===== src/rtl/arb_pkg.sv =====
// Shared types for the round-robin arbiter: FSM state encoding and
// a small helper used to advance the rotating priority pointer.
package arb_pkg;

    typedef enum logic {
        IDLE = 1'b0,
        BUSY = 1'b1
    } arb_state_e;

    // Rotating pointer increment with wrap at an arbitrary (non power-of-2) modulus.
    function automatic int unsigned ptr_inc(input int unsigned cur, input int unsigned modulus);
        return (cur >= modulus - 1) ? 0 : cur + 1;
    endfunction

endpackage


===== src/rtl/oht2bin.sv =====
// One-hot to binary encoder. IMPLEMENTATION 0 is an OR-tree per output bit,
// any other value is a priority loop (lowest set bit wins on bad input).
module oht2bin #(
    parameter  int WIDTH          = 4,
    parameter  int IMPLEMENTATION = 0,
    localparam int WIDTH_LOG      = $clog2(WIDTH)
) (
    input  logic [WIDTH-1:0]     oht,
    output logic [WIDTH_LOG-1:0] bin,
    output logic                 vld
);

    assign vld = |oht;

    generate
        if (IMPLEMENTATION == 0) begin : g_or_tree
            for (genvar b = 0; b < WIDTH_LOG; b++) begin : g_bit
                logic [WIDTH-1:0] mask;
                always_comb begin
                    mask = '0;
                    for (int i = 0; i < WIDTH; i++) begin
                        mask[i] = i[b];
                    end
                end
                assign bin[b] = |(oht & mask);
            end
        end else begin : g_prio
            always_comb begin
                bin = '0;
                for (int i = WIDTH - 1; i >= 0; i--) begin
                    if (oht[i]) bin = WIDTH_LOG'(i);
                end
            end
        end
    endgenerate

endmodule


===== src/rtl/arb_rr.sv =====
// Round-robin arbiter holding a one-hot grant until a last-beat handshake;
// re-arbitrates in the completion cycle so back-to-back grants have no bubble.
module arb_rr
    import arb_pkg::*;
#(
    parameter  int WIDTH          = 4,
    parameter  int IMPLEMENTATION = 0,
    localparam int WIDTH_LOG      = $clog2(WIDTH)
) (
    input  logic                 clk,
    input  logic                 rst,
    input  logic [WIDTH-1:0]     req,
    input  logic                 rdy,
    input  logic                 lst,
    output logic [WIDTH-1:0]     gnt,
    output logic [WIDTH_LOG-1:0] idx,
    output logic                 vld
);

    arb_state_e           state, state_nxt;
    logic [WIDTH_LOG-1:0] ptr, ptr_nxt, ptr_done, ptr_arb;
    logic [WIDTH-1:0]     gnt_nxt, win_oh;
    logic [WIDTH_LOG:0]   pos;
    logic                 found, done, enc_vld;

    oht2bin #(
        .WIDTH          (WIDTH),
        .IMPLEMENTATION (IMPLEMENTATION)
    ) u_enc (
        .oht (gnt),
        .bin (idx),
        .vld (enc_vld)
    );

    assign vld  = (state == BUSY);
    assign done = (state == BUSY) && rdy && lst;

    // The finishing winner drops to lowest priority before the same-cycle search.
    assign ptr_done = WIDTH_LOG'(ptr_inc(int'(idx), WIDTH));
    assign ptr_arb  = (state == BUSY) ? ptr_done : ptr;

    always_comb begin
        win_oh = '0;
        found  = 1'b0;
        pos    = '0;
        for (int i = 0; i < WIDTH; i++) begin
            pos = {1'b0, ptr_arb} + (WIDTH_LOG+1)'(i);
            if (pos >= (WIDTH_LOG+1)'(WIDTH)) pos = pos - (WIDTH_LOG+1)'(WIDTH);
            if (!found && req[pos[WIDTH_LOG-1:0]]) begin
                found                     = 1'b1;
                win_oh[pos[WIDTH_LOG-1:0]] = 1'b1;
            end
        end
    end

    always_comb begin
        state_nxt = state;
        gnt_nxt   = gnt;
        ptr_nxt   = ptr;
        case (state)
            IDLE: begin
                if (found) begin
                    state_nxt = BUSY;
                    gnt_nxt   = win_oh;
                end
            end
            BUSY: begin
                if (done) begin
                    ptr_nxt   = ptr_done;
                    gnt_nxt   = win_oh;
                    state_nxt = found ? BUSY : IDLE;
                end
            end
            default: begin
                state_nxt = IDLE;
                gnt_nxt   = '0;
            end
        endcase
    end

    always_ff @(posedge clk or posedge rst) begin
        if (rst) begin
            state <= IDLE;
            ptr   <= '0;
            gnt   <= '0;
        end else begin
            state <= state_nxt;
            ptr   <= ptr_nxt;
            gnt   <= gnt_nxt;
        end
    end

    always_ff @(posedge clk) begin
        if (!rst) begin
            assert ($onehot0(gnt));
            assert (enc_vld == vld);
        end
    end

endmodule

===== config.mk =====
export PLATFORM = sky130hd
export DESIGN_NAME = arb_rr
export DESIGN_NICKNAME = d
export VERILOG_FILES = /design/src/rtl/arb_pkg.sv /design/src/rtl/oht2bin.sv /design/src/rtl/arb_rr.sv
export SDC_FILE = /design/constraint.sdc
export NUM_CORES = 1
export LEC_CHECK = 0
export BUFFER_PORTS_ARGS = -buffer_cell sky130_fd_sc_hd__buf_2
export CORE_MARGIN = 4
export CORE_UTILIZATION = 39
export DETAILED_ROUTE_END_ITERATION = 7
export PLACE_DENSITY = 0.6
export REMOVE_ABC_BUFFERS = 1
export SYNTH_ARGS = -nofsm -noshare
export SYNTH_HDL_FRONTEND = slang
export SYNTH_SLANG_ARGS = --single-unit
export TNS_END_PERCENT = 50

===== constraint.sdc =====
create_clock -name clk -period 2.6 [get_ports clk]
set_clock_uncertainty 0.05 [all_clocks]
set_input_delay 0.39 -clock clk [delete_from_list [all_inputs] [get_ports clk]]
set_output_delay 0.39 -clock clk [all_outputs]
set_load 0.02 [all_outputs]

## After elaboration in Yosys (flattened, before gate mapping)

Cells that the tools add are included.

- Bits in registers: 7
- Output and inout bits: 7
- Input port bits: 8
- Logic and storage cells: 82

- Reductions and logical operators: 16
- Add/subtract/negate cells: 8
- Mux-type cells: 36
- Eq/ne operators: 2
- Order comparisons: 13
- Bitwise logic cells: 4

Operator list:

| kind | count |
|---|---|
| $mux 4 | 6 |
| $mux 1 | 14 |
| $lt 2x3->1 const B | 4 |
| $mux 2 | 6 |
| $or 4x4->4 | 3 |
| $ge 3x3->1 const B | 3 |
| $logic_and 1x1->1 | 9 |
| $bmux 1 s2 | 4 |
| $demux 1 s2 | 4 |
| $ge 2x1->1 const B | 4 |
| $pmux 4 s2 | 1 |
| $sub 2x1->2 const B | 4 |
| $add 2x2->3 const B | 2 |
| $reduce_and 2->1 | 2 |
| $reduce_or 2->1 | 2 |
| $add 2x1->3 const B | 1 |
| $ge 2x3->1 const B | 1 |
| $logic_not 1->1 | 3 |
| $add 2x1->2 const B | 1 |
| $ge 2x2->1 const B | 1 |
| $ne 2x1->1 const B | 1 |
| $ne 2x2->1 const B | 1 |
| $pmux 1 s2 | 1 |
| $not 1->1 | 1 |

## Longest topological paths before layout

- Word-level depth: 21
- Depth in mapped cells: 11
- Depth with buffers taken out: 10

## Modules after synthesis

A second synthesis with hierarchy kept.

- Cells, all modules: 78
- Area total of the unflattened synthesis: 734.5 um^2

By module, submodules not included:

| module | area each (um^2) | instances | seq. area each (um^2) | cells an instance |
|---|---|---|---|---|
| arb_rr | 714.4 | 1 | 175.2 | 75 |
| oht2bin | 20.0 | 1 | 0.0 | 3 |

## Worst setup path after synthesis

Ideal clock, no wire load.

- Path kind: register to register
- From: reg gnt[1]
- To: reg gnt[0]
- Library setup time: 0.088 ns
- Buffers on the path: 1
- Data required time: 2.462 ns
- Arrival: 2.291 ns
- Slack: 0.171 ns
- Period minus slack after synthesis: 2.429 ns
- Cell stages (with the launch flop): 10
- Cell sequence: dfrtp_1 xor2_1 a21o_1 buf_2 inv_1 ha_1 mux4_2 a221oi_4 nand2_1 a41oi_1

- Word-level cells in the longest chain between the ends: 20
- Elaborated cells between the ends (all ways): 70
- Classes of those cells: 8 x add/sub; 13 x order compare; 1 x eq/ne; 33 x mux; 3 x bitwise; 12 x reduce/logical

RTL lines:

| item | RTL line | text |
|---|---|---|
| start, declared | arb_rr.sv:15 | `output logic [WIDTH-1:0] gnt,` |
| start signal, assigned | arb_rr.sv:89 | `gnt <= gnt_nxt;` |
| $reduce_or 2->1 (*) | oht2bin.sv:25 | `assign bin[b] = \|(oht & mask);` |
| $add 2x1->2 or $ge 2x2->1 (tied branches) | arb_pkg.sv:12 | `return (cur >= modulus - 1) ? 0 : cur + 1;` |
| $mux 2 (*) | arb_pkg.sv:12 |  |
| $mux 2 (*) | arb_rr.sv:40 | `assign ptr_arb = (state == BUSY) ? ptr_done : ptr;` |
| parallel branches: the longest is 16 deep, another holds $add 2x1->3 | -- |  |

Mark *: on every way between the ends. The select of a mux whose other input is x is not followed.
A chain may end at the register's enable or synchronous reset.

## Worst setup path in the final report

- From: reg gnt[2]
- To: reg gnt[0]

The elaborated chain is that of the path after synthesis.

==> results.json <==
{
  "multi_input_comb_area_um2": 488,
  "ys_warn_count": 0,
  "status": "finished clean",
  "arrival_ps": 2490,
  "p_switching_mw": 0.482,
  "cts-root-buf": "clkbuf_4",
  "gr-total-overflow": 0,
  "synth_seq_cells": 7,
  "final_max_slew_viol_count": 0,
  "dr.pass1.iters": 4,
  "drive_gt1_frac": 0.258,
  "routed_via_density": 5.45,
  "drt_iter0_drc": 6,
  "grt_max_degree": 9,
  "reg2reg_slack_ps": 220,
  "n_antenna_cell": 0,
  "finalCritPeriodShare": 0.915,
  "dieArea_mm2": 0.00246,
  "portBuffers": 14,
  "p_int_mw": 0.499,
  "grt_pass1_wl_mm": 2.50,
  "whs_ps": 1.78,
  "tightestPinTransition_ps": 504,
  "track_usage": 0.131,
  "start_util": 0.429,
  "r2r_start": "gnt[2]",
  "reg2reg_depth": 8,
  "post_dp_cell_area_um2": 776,
  "max_freq_ghz": 0.420,
  "clk_pin_slew_ps": 60,
  "cap_violations": 0,
  "path_max_fanout": 5,
  "place_congestion": 0.789,
  "tritoncts": "done",
  "post_drt_wl_per_cell_um": 13.5,
  "area_growth_pct": 19.8,
  "dp_hpwl_mm": 1.23,
  "combinationalPowerShare": 0.690,
  "hp-class": "input port to asynchronous set/reset pin",
  "tns_ps": 0,
  "syn-cell-area_um2": 676,
  "startpoint_type": "flip-flop",
  "cts_buffers": 3,
  "p_seq_frac": 0.206,
  "cp.required_ps": 2710,
  "antenna_found_initial": 0,
  "avgSynthCellArea_um2": 8.66,
  "grt_pass1_vias": 572,
  "fillers": 148,
  "synth_cells": 78,
  "fin_area_um2": 810,
  "switching_share": 0.491,
  "clkPwrFrac": 0.104,
  "critPathKind": "flip-flop to flip-flop",
  "layout.nets": 111,
  "drc": 0,
  "seq_area_frac_synth": 0.259,
  "antenna_left": 0,
  "setup_violations": 0,
  "power_density_mw_per_mm2": 1210,
  "relSlewSlack": 0.662,
  "postCtsHoldBufs": 0,
  "rsz0062_at_grt": "false",
  "finalCriticalPeriod_ps": 2380,
  "p_leak_nw": 0.371,
  "dr_total_vias": 616,
  "cp-end-kind": "flip-flop",
  "die_h_um": 49.6,
  "rows": 14,
  "vdd_drop_max_uv": 620,
  "io_pins": 15,
  "hold_viol_final": 0,
  "wl_mm": 1.53,
  "core_mm2": 0.00158,
  "synth_cell_types": 26,
  "clockBufferDepth": 2,
  "seq_area_um2": 175,
  "die_w_um": 49.6,
  "clock_latency_ps": 260,
  "r2r-end": "gnt[0]",
  "htreeDepth": 1,
  "cts_sinks": 7
}
sequential cells by signal, indices dropped and copies added (netlist names):
signal,flops
gnt,4
ptr,2
vld,1
kinds of logic after synthesis:
family / count (synthesis) / share of synthesized area
buf+inv: 5 / 0.0296
xor+xnor: 1 / 0.0130
fa+ha+maj: 5 / 0.0926
simple gates: 36 / 0.259
flops: 7 / 0.259
compound gates: 15 / 0.193
mux: 9 / 0.154
layer usage:
| metal | track usage | vias to the layer above | part of all wire |
|---|---|---|---|
| li1 | - | 315 | - |
| met1 | 0.176 | 288 | 0.50 |
| met2 | 0.194 | 10 | 0.44 |
| met3 | 0.0542 | 3 | 0.050 |
| met4 | 0.0276 | 0 | 0.0066 |
| met5 | 0 | - | 0 |
worst max-delay path by stage:
| stage | start | to | slack (ps) | cells after the start |
|---|---|---|---|---|
| detailed placement | gnt[1] | gnt[1] | 210 | 8 |
| floorplan | gnt[1] | gnt[0] | 170 | 8 |
| CTS | gnt[1] | gnt[1] | 190 | 8 |
| global placement | gnt[2] | gnt[1] | 230 | 8 |
| finish | gnt[2] | gnt[0] | 220 | 8 |
| global route | vld | gnt[0] | 70 | 8 |
worst max-delay path, stage by stage, from the launching register on:
cell,delay (ps)
dfrtp_1,440
xor2_2,250
a21o_1,160
inv_1,60
ha_1,350
mux4_2,390
a221oi_4,270
nand2_1,90
a41oi_1,230
per-stage QoR:
step | setup slack [ps] | utilization | std cells | power [mW]
floorplan | 168 | - | 77 | 0.690
global placement | 228 | 0.492 | 109 | 0.872
detailed placement | 209 | 0.492 | 109 | 0.866
CTS | 187 | 0.509 | 113 | 0.973
global route | 71.3 | 0.513 | 113 | 1.06
finish | 221 | 0.513 | 113 | 0.980
cell usage after synthesis:
cell type,instances,area share
a221oi_4,1,0.039
a41oi_1,4,0.052
nand3b_1,2,0.022
o21ai_1,1,0.0074
nand2_1,12,0.067
o41ai_2,1,0.024
nor2_1,8,0.044
nand2b_1,3,0.028
buf_2,1,0.0074
inv_1,4,0.022
nor4_1,1,0.0093
xor2_1,1,0.013
nand3_1,2,0.015
a21o_1,1,0.011
mux4_2,1,0.033
and2_1,3,0.028
ha_1,5,0.093
nor2b_1,3,0.028
mux2i_1,7,0.10
a211oi_1,2,0.022
dfrtp_1,7,0.26
and2_0,1,0.0093
a21oi_1,2,0.015
mux2_2,1,0.017
o21ai_0,3,0.022
or2_2,1,0.0093
layout make-up:
cell class,count,area share
Clock buffer,4,0.0325
Inverter,4,0.0185
Multi-Input combinational cell,66,0.603
Sequential cell,7,0.216
Tap cell,16,0.0247
Timing Repair Buffer,16,0.105
layout by cell type (no fill, tap or decap), types with 4 or more instances in the layout:
cell and instances:
buf_2 14, nand2_1 12, nor2_1 8, mux2i_1 7
dfrtp_1 7, ha_1 5, inv_1 4, a41oi_1 4
power by group through the flow:
stage	logic, mW	clock network (mW)	registers (mW)
final	0.676	0.102	0.202
after global routing	0.744	0.110	0.209
after CTS	0.673	0.104	0.196
after detailed placement	0.669	0	0.197
after global placement	0.677	0	0.195
after floorplan	0.465	0	0.224
timing repair:
item / 4_1_cts / 5_1_grt
setup endpoints to repair: 0 / 1
resized for setup: 0 / 1
buffers inserted: 0 / 0
Note: power is estimated with default switching activity, not from simulation.
